[config.mk]
export PLATFORM = sky130hd
export DESIGN_NAME = victim_fill_demux
export DESIGN_NICKNAME = d
export VERILOG_FILES = /design/src/rtl/vc_pkg.sv /design/src/rtl/onehot_dec.sv /design/src/rtl/victim_fill_demux.sv
export SDC_FILE = /design/constraint.sdc
export NUM_CORES = 1
export LEC_CHECK = 0
export CAP_MARGIN = 20
export CELL_PAD_IN_SITES_DETAIL_PLACEMENT = 1
export CELL_PAD_IN_SITES_GLOBAL_PLACEMENT = 1
export CORE_UTILIZATION = 33
export CTS_CLUSTER_DIAMETER = 120
export DETAILED_ROUTE_END_ITERATION = 7
export PLACE_DENSITY_LB_ADDON = 0.1
export SLEW_MARGIN = 5
export SYNTH_ARGS = -nofsm -noshare
export SYNTH_HDL_FRONTEND = slang
export SYNTH_SLANG_ARGS = --single-unit
[constraint.sdc]
create_clock -name clk -period 3.2 [get_ports clk]
set_input_delay 0.8 -clock clk [delete_from_list [all_inputs] [get_ports clk]]
set_output_delay 0.8 -clock clk [all_outputs]
set_load 0.05 [all_outputs]
[src/rtl/vc_pkg.sv]
// Shared victim-cache constants and types.
package vc_pkg;
  localparam int VC_ENTRIES = 4;
  localparam int VC_IDX_W   = $clog2(VC_ENTRIES);
  localparam int VC_TAG_W   = 26;
  localparam int VC_DATA_W  = 64;

  typedef logic [VC_IDX_W-1:0]   vc_idx_t;
  typedef logic [VC_ENTRIES-1:0] vc_mask_t;
endpackage

[src/rtl/onehot_dec.sv]
// Index to one-hot decoder, gated by an enable.
module onehot_dec #(
  parameter int N     = 4,
  parameter int IDX_W = $clog2(N)
) (
  input  logic [IDX_W-1:0] idx_i,
  input  logic             en_i,
  output logic [N-1:0]     onehot_o
);
  for (genvar g = 0; g < N; g++) begin : g_dec
    assign onehot_o[g] = en_i && (idx_i == IDX_W'(g));
  end
endmodule

[src/rtl/victim_fill_demux.sv]
// Routes one evicted L1 line per cycle into a victim-cache entry and tracks
// which entries hold valid lines.
module victim_fill_demux
  import vc_pkg::*;
#(
  parameter int ENTRIES = VC_ENTRIES,
  parameter int TAG_W   = VC_TAG_W,
  parameter int DATA_W  = VC_DATA_W,
  localparam int IDX_W  = $clog2(ENTRIES)
) (
  input  logic               clk,
  input  logic               reset_n,
  input  logic               in_valid,
  output logic               in_ready,
  input  logic [TAG_W-1:0]   in_tag,
  input  logic [DATA_W-1:0]  in_data,
  input  logic               in_sel_en,
  input  logic [IDX_W-1:0]   in_sel,
  input  logic               stall,
  input  logic               inv_en,
  input  logic [IDX_W-1:0]   inv_idx,
  output logic [ENTRIES-1:0] out_we,
  output logic [IDX_W-1:0]   out_idx,
  output logic [TAG_W-1:0]   out_tag,
  output logic [DATA_W-1:0]  out_data,
  output logic [ENTRIES-1:0] valid_mask,
  output logic [IDX_W-1:0]   rr_ptr,
  output logic               full
);
  logic               accept;
  logic               free_found;
  logic [IDX_W-1:0]   free_idx;
  logic [IDX_W-1:0]   dest;
  logic               use_rr;
  logic [ENTRIES-1:0] set_mask, clr_mask;

  logic [ENTRIES-1:0] we_q, valid_q, valid_d;
  logic [IDX_W-1:0]   idx_q, rr_q, rr_d;
  logic [TAG_W-1:0]   tag_q;
  logic [DATA_W-1:0]  data_q;

  assign in_ready = ~stall;
  assign accept   = in_valid & ~stall;

  // Lowest-index invalid entry; scanning downward leaves the lowest hit last.
  always_comb begin
    free_found = 1'b0;
    free_idx   = '0;
    for (int i = ENTRIES - 1; i >= 0; i--) begin
      if (!valid_q[i]) begin
        free_found = 1'b1;
        free_idx   = IDX_W'(i);
      end
    end
  end

  always_comb begin
    use_rr = 1'b0;
    if (in_sel_en)       dest = in_sel;
    else if (free_found) dest = free_idx;
    else begin
      dest   = rr_q;
      use_rr = accept;
    end
  end

  onehot_dec #(.N(ENTRIES), .IDX_W(IDX_W)) u_set_dec (
    .idx_i(dest), .en_i(accept), .onehot_o(set_mask)
  );

  onehot_dec #(.N(ENTRIES), .IDX_W(IDX_W)) u_clr_dec (
    .idx_i(inv_idx), .en_i(inv_en), .onehot_o(clr_mask)
  );

  // Set applied after clear so a same-index write beats the invalidate.
  assign valid_d = (valid_q & ~clr_mask) | set_mask;
  // ENTRIES is a power of two, so natural overflow wraps the pointer.
  assign rr_d    = use_rr ? rr_q + IDX_W'(1) : rr_q;

  always_ff @(posedge clk or negedge reset_n) begin
    if (!reset_n) begin
      we_q    <= '0;
      idx_q   <= '0;
      tag_q   <= '0;
      data_q  <= '0;
      valid_q <= '0;
      rr_q    <= '0;
    end else begin
      we_q    <= set_mask;
      valid_q <= valid_d;
      rr_q    <= rr_d;
      if (accept) begin
        idx_q  <= dest;
        tag_q  <= in_tag;
        data_q <= in_data;
      end
    end
  end

  assign out_we     = we_q;
  assign out_idx    = idx_q;
  assign out_tag    = tag_q;
  assign out_data   = data_q;
  assign valid_mask = valid_q;
  assign rr_ptr     = rr_q;
  assign full       = &valid_q;
endmodule

# Yosys cells after proc, flatten, opt, wreduce, memory -nomap -nowiden
# Index checks and enable logic that the tools add are counted.
# word_totals
regBits	102
in_bits	100
out_inout_bits	104
word_cells	41
# classes
n_addsub	1
n_eq_ne	6
mux	12
bitwise_logic	5
n_reduce_logical	11
# op_table
cell	count
2-to-1 mux 2 bit	6
== test 2 bit, second input constant	4
logical AND 1 bit	8
2-to-1 mux 1 bit	6
bitwise AND 4 bit	1
== test 2 x 1 -> 1 bit, second input constant	2
logical NOT 2 bit	2
inverter 4 bit	1
OR 4 bit	1
AND reduction 4 bit	1
adder 2 x 1 -> 2 bit, second input constant	1
bitwise AND 1 bit	1
inverter 1 bit	1

# Logic depth before layout (Yosys ltp)
# logic_depth
ltp_word	9
ltp_mapped	6
ltp_nobuf	4

# Hierarchy
# From an unflattened synthesis, not the netlist that was laid out.
# hier_totals
hier_cells	433
area_unflattened_um2	3968.8
# by_module_without_submodules
module	instances	cells_each	area_each_um2	seq_area_each_um2
victim_fill_demux	1	425	3893.7	2552.4
onehot_dec	2	4	37.5	0.0

# Least setup slack after synthesis
# No wires, ideal clock.
# synth_path
kind	reg2out
start	register valid_q[1], in the netlist valid_mask[1]
end	output port full
arrival_ns	1.331
required_ns	2.400
path_slack_ns	1.069
stages_incl_launch_ff	3
n_path_buf	0
path_cell_list	dfrtp_1 and3_1 and2_1
# synth_between
elab_chain_cells	1
# synth_rtl
item	line_no	rtl
from (decl)	victim_fill_demux.sv:37	logic [ENTRIES-1:0] we_q, valid_q, valid_d;
from (signal assigned)	victim_fill_demux.sv:90	valid_q <= valid_d;
AND reduction 4 bit	victim_fill_demux.sv:106	assign full = &valid_q;
to (decl)	victim_fill_demux.sv:28	output logic full
# Every way passes these cells.

# Worst setup path after layout
# Ends and elaborated chain as after synthesis.

==> results.py <==
metrics = {
    "synthesis": {
        "synth-seq-cells": 102,
        "syn-cell-area_um2": 3850,
        "synth.distinct_cells": 24,
        "yosys.area.top_type": "dfrtp_1",
        "avgSynthCellArea_um2": 16.1,
        "yosysWarnings": 0,
        "ys_top_cells_by_area": "dfrtp_1 66%, mux2_2 26%, buf_4 0.98%",
        "ys_seq_area_share_pct": 66.3,
        "synth_top_area_share_pct": 66.3,
        "synth_nets": 339,
        "syn_inst": 239,
    },
    "die": {
        "start_util_pct": 33.8,
        "core-area_um2": 11400,
        "io_pins": 204,
        "die_h_um": 110,
        "die_area_um2": 12100,
        "rows": 39,
        "die_w_um": 110,
    },
    "setup_path": {
        "end_kind": "primary output",
        "max_stage_delay_ns": 0.80,
        "path_cells": "and3_1 > and2_1 > clkdlybuf4s50_1",
        "required_ns": 2.40,
        "cp-start-kind": "register",
        "regToRegSetupSlack_ns": 1.68,
        "r2r_start": "valid_mask[0]$_DFF_PN0_",
        "crit_arrival_ns": 1.92,
        "cp_max_fo": 5,
        "slowest_stage": "clkdlybuf4s50_1",
        "reg2reg_depth": 4,
        "path_class": "reg2out",
        "worstSetupEndpoint": "full",
        "crit_start": "valid_mask[1]$_DFF_PN0_",
        "worstReg2RegEnd": "out_idx[1]$_DFFE_PN0P_",
    },
    "layout": {
        "layout_commonest_cell": "clkdlybuf4s50_1",
        "area_growth_pct": 64.4,
        "diodes": 0,
        "layout.nets": 546,
        "final_cell_mix": "201 x clkdlybuf4s50_1, 102 x dfrtp_1, 90 x mux2_2",
        "drive_gt1_share_pct": 25.3,
    },
    "cts": {
        "cts_buffer_depth": 2,
        "cts_resized": 0,
        "insertion_delay_ns": 0.33,
        "cts_root_buffer": "clkbuf_16",
        "clkTransAtPathRegs_ns": 0.07,
        "h-tree-depth": 3,
        "post_cts_buffers": 0,
        "clock_sinks": 102,
        "hold_buffers": 0,
        "cts_tree": "yes",
        "cts-buffers-inserted": 9,
    },
    "timing": {
        "clock.fmax_mhz": 367,
        "skew_ns": 0.000650,
        "fin_crit_ns": 2.72,
        "hold_slack_ns": 0.460,
        "relSlewSlack_pct": 61.1,
        "tns_ns": 0,
        "hold_viol": 0,
        "worst_slew_pin_slew_ns": 0.583,
        "post-route-period-util_pct": 85.1,
        "rsz0062_at_grt": "no",
        "drv_slew": 0,
        "finalSetupViolations": 0,
    },
    "detailed_routing": {
        "dr.pass1.iters": 4,
        "drc": 0,
        "post_drt_wl_per_cell_um": 16.6,
        "vias": 2739,
        "wl_um": 9860,
        "drtIter0Drc": 60,
        "viasPerCell": 4.61,
        "ant_nets": 0,
    },
    "min_path": {
        "hold_path_class": "in2async",
    },
    "power": {
        "power_density_nw_per_um2": 653,
        "total_leakage_power_nw": 2.59,
        "irDropWorstVdd_mv": 0.340,
    },
    "grt": {
        "grt_first_pass_wirelength_um": 15200,
        "grt_pass1_vias": 2910,
        "grt_max_degree": 97,
        "grt_overflow_total": 0,
        "grt_antenna_before_repair": 0,
        "grt_usage_pct": 16.8,
    },
    "run_status": {
        "status": "completed",
    },
    "place": {
        "place.gp.congestion": 0.733,
        "port_buffers": 203,
        "hpwl_um": 7190,
    },
    "flow_run": {
        "maxCapViolations": 0,
    },
}
[critical path, delay by kind of cell, from the launching register on]
family                 cells  cell delay, ns
AND/OR/NAND/NOR            2            0.38
buffers and inverters      1            0.80
flip-flops                 1            0.42
[layer usage]
layer  part of all wire, %  track usage, %  vias to the layer above
met2                    50            27.4                      124
met5                     0               0                        -
li1                      -               -                     1254
met1                    39            20.1                     1351
met4                   1.6            5.81                        0
met3                    10            6.64                       10
[cell type report]
type	instances	area, um^2
multi-input combinational	123	1220
tap	143	179
clock buffer	14	274
sequential	102	2550
clock inverter	2	15.0
fill	1167	5040
inverter	3	11.3
timing repair buffer	207	2070
[registers in the layout (all words and copies together) (netlist names)]
register	count
out_data	64
valid_mask	4
rr_ptr	2
out_tag	26
out_we	4
out_idx	2
[how the worst min path moves through the flow]
stage | startpoint | endpoint | cells past startpoint
after global routing | reset_n | out_data[37]$_DFFE_PN0P_ | 1
after detailed placement | out_idx[1]$_DFFE_PN0P_ | out_idx[1]$_DFFE_PN0P_ | 1
after global placement | out_idx[1]$_DFFE_PN0P_ | out_idx[1]$_DFFE_PN0P_ | 1
after CTS | reset_n | out_data[37]$_DFFE_PN0P_ | 1
after floorplan | reset_n | out_data[0]$_DFFE_PN0P_ | 0
final | reset_n | out_data[33]$_DFFE_PN0P_ | 1
[cell families after synthesis]
| group | share of synthesized area, % |
|---|---|
| muxes | 26.3 |
| AOI/OAI and AO/OA | 2.28 |
| buffers and inverters | 2.05 |
| and+or+nand+nor | 2.54 |
| xor gates and xnor gates | 0.455 |
| DFF | 66.3 |
[cell usage after synthesis, drive strengths merged]
library cell,count
dfrtp,102
mux2,90
buf,11
o21ai,7
nor2,6
inv,3
nor2b,3
nand2,2
xnor2,2
a21oi,1
a22o,1
a22oi,1
a32o,1
and2,1
and3,1
nand2b,1
nand3,1
nand3b,1
nand4,1
o21a,1
o22ai,1
or3b,1
[where the power goes]
part | total (mW) | internal (mW) | switching, mW
registers | 1.58 | 1.48 | 0.105
logic | 1.50 | 0.582 | 0.921
clock network | 1.04 | 0.592 | 0.450
[stage by stage]
stage / util, % / total power, mW / cell area, um^2 / cells / setup slack (ns)
after detailed placement: 53.1 / 3.13 / 6040 / 578 / 0.746
after global placement: 53.1 / 3.10 / 6040 / 578 / 0.789
after floorplan: - / 2.51 / 3850 / 239 / 1.07
after global routing: 55.6 / 4.32 / 6320 / 594 / 0.384
final: 55.6 / 4.13 / 6320 / 594 / 0.476
after CTS: 55.6 / 4.20 / 6320 / 594 / 0.440
(Power assumes the default switching activity.)
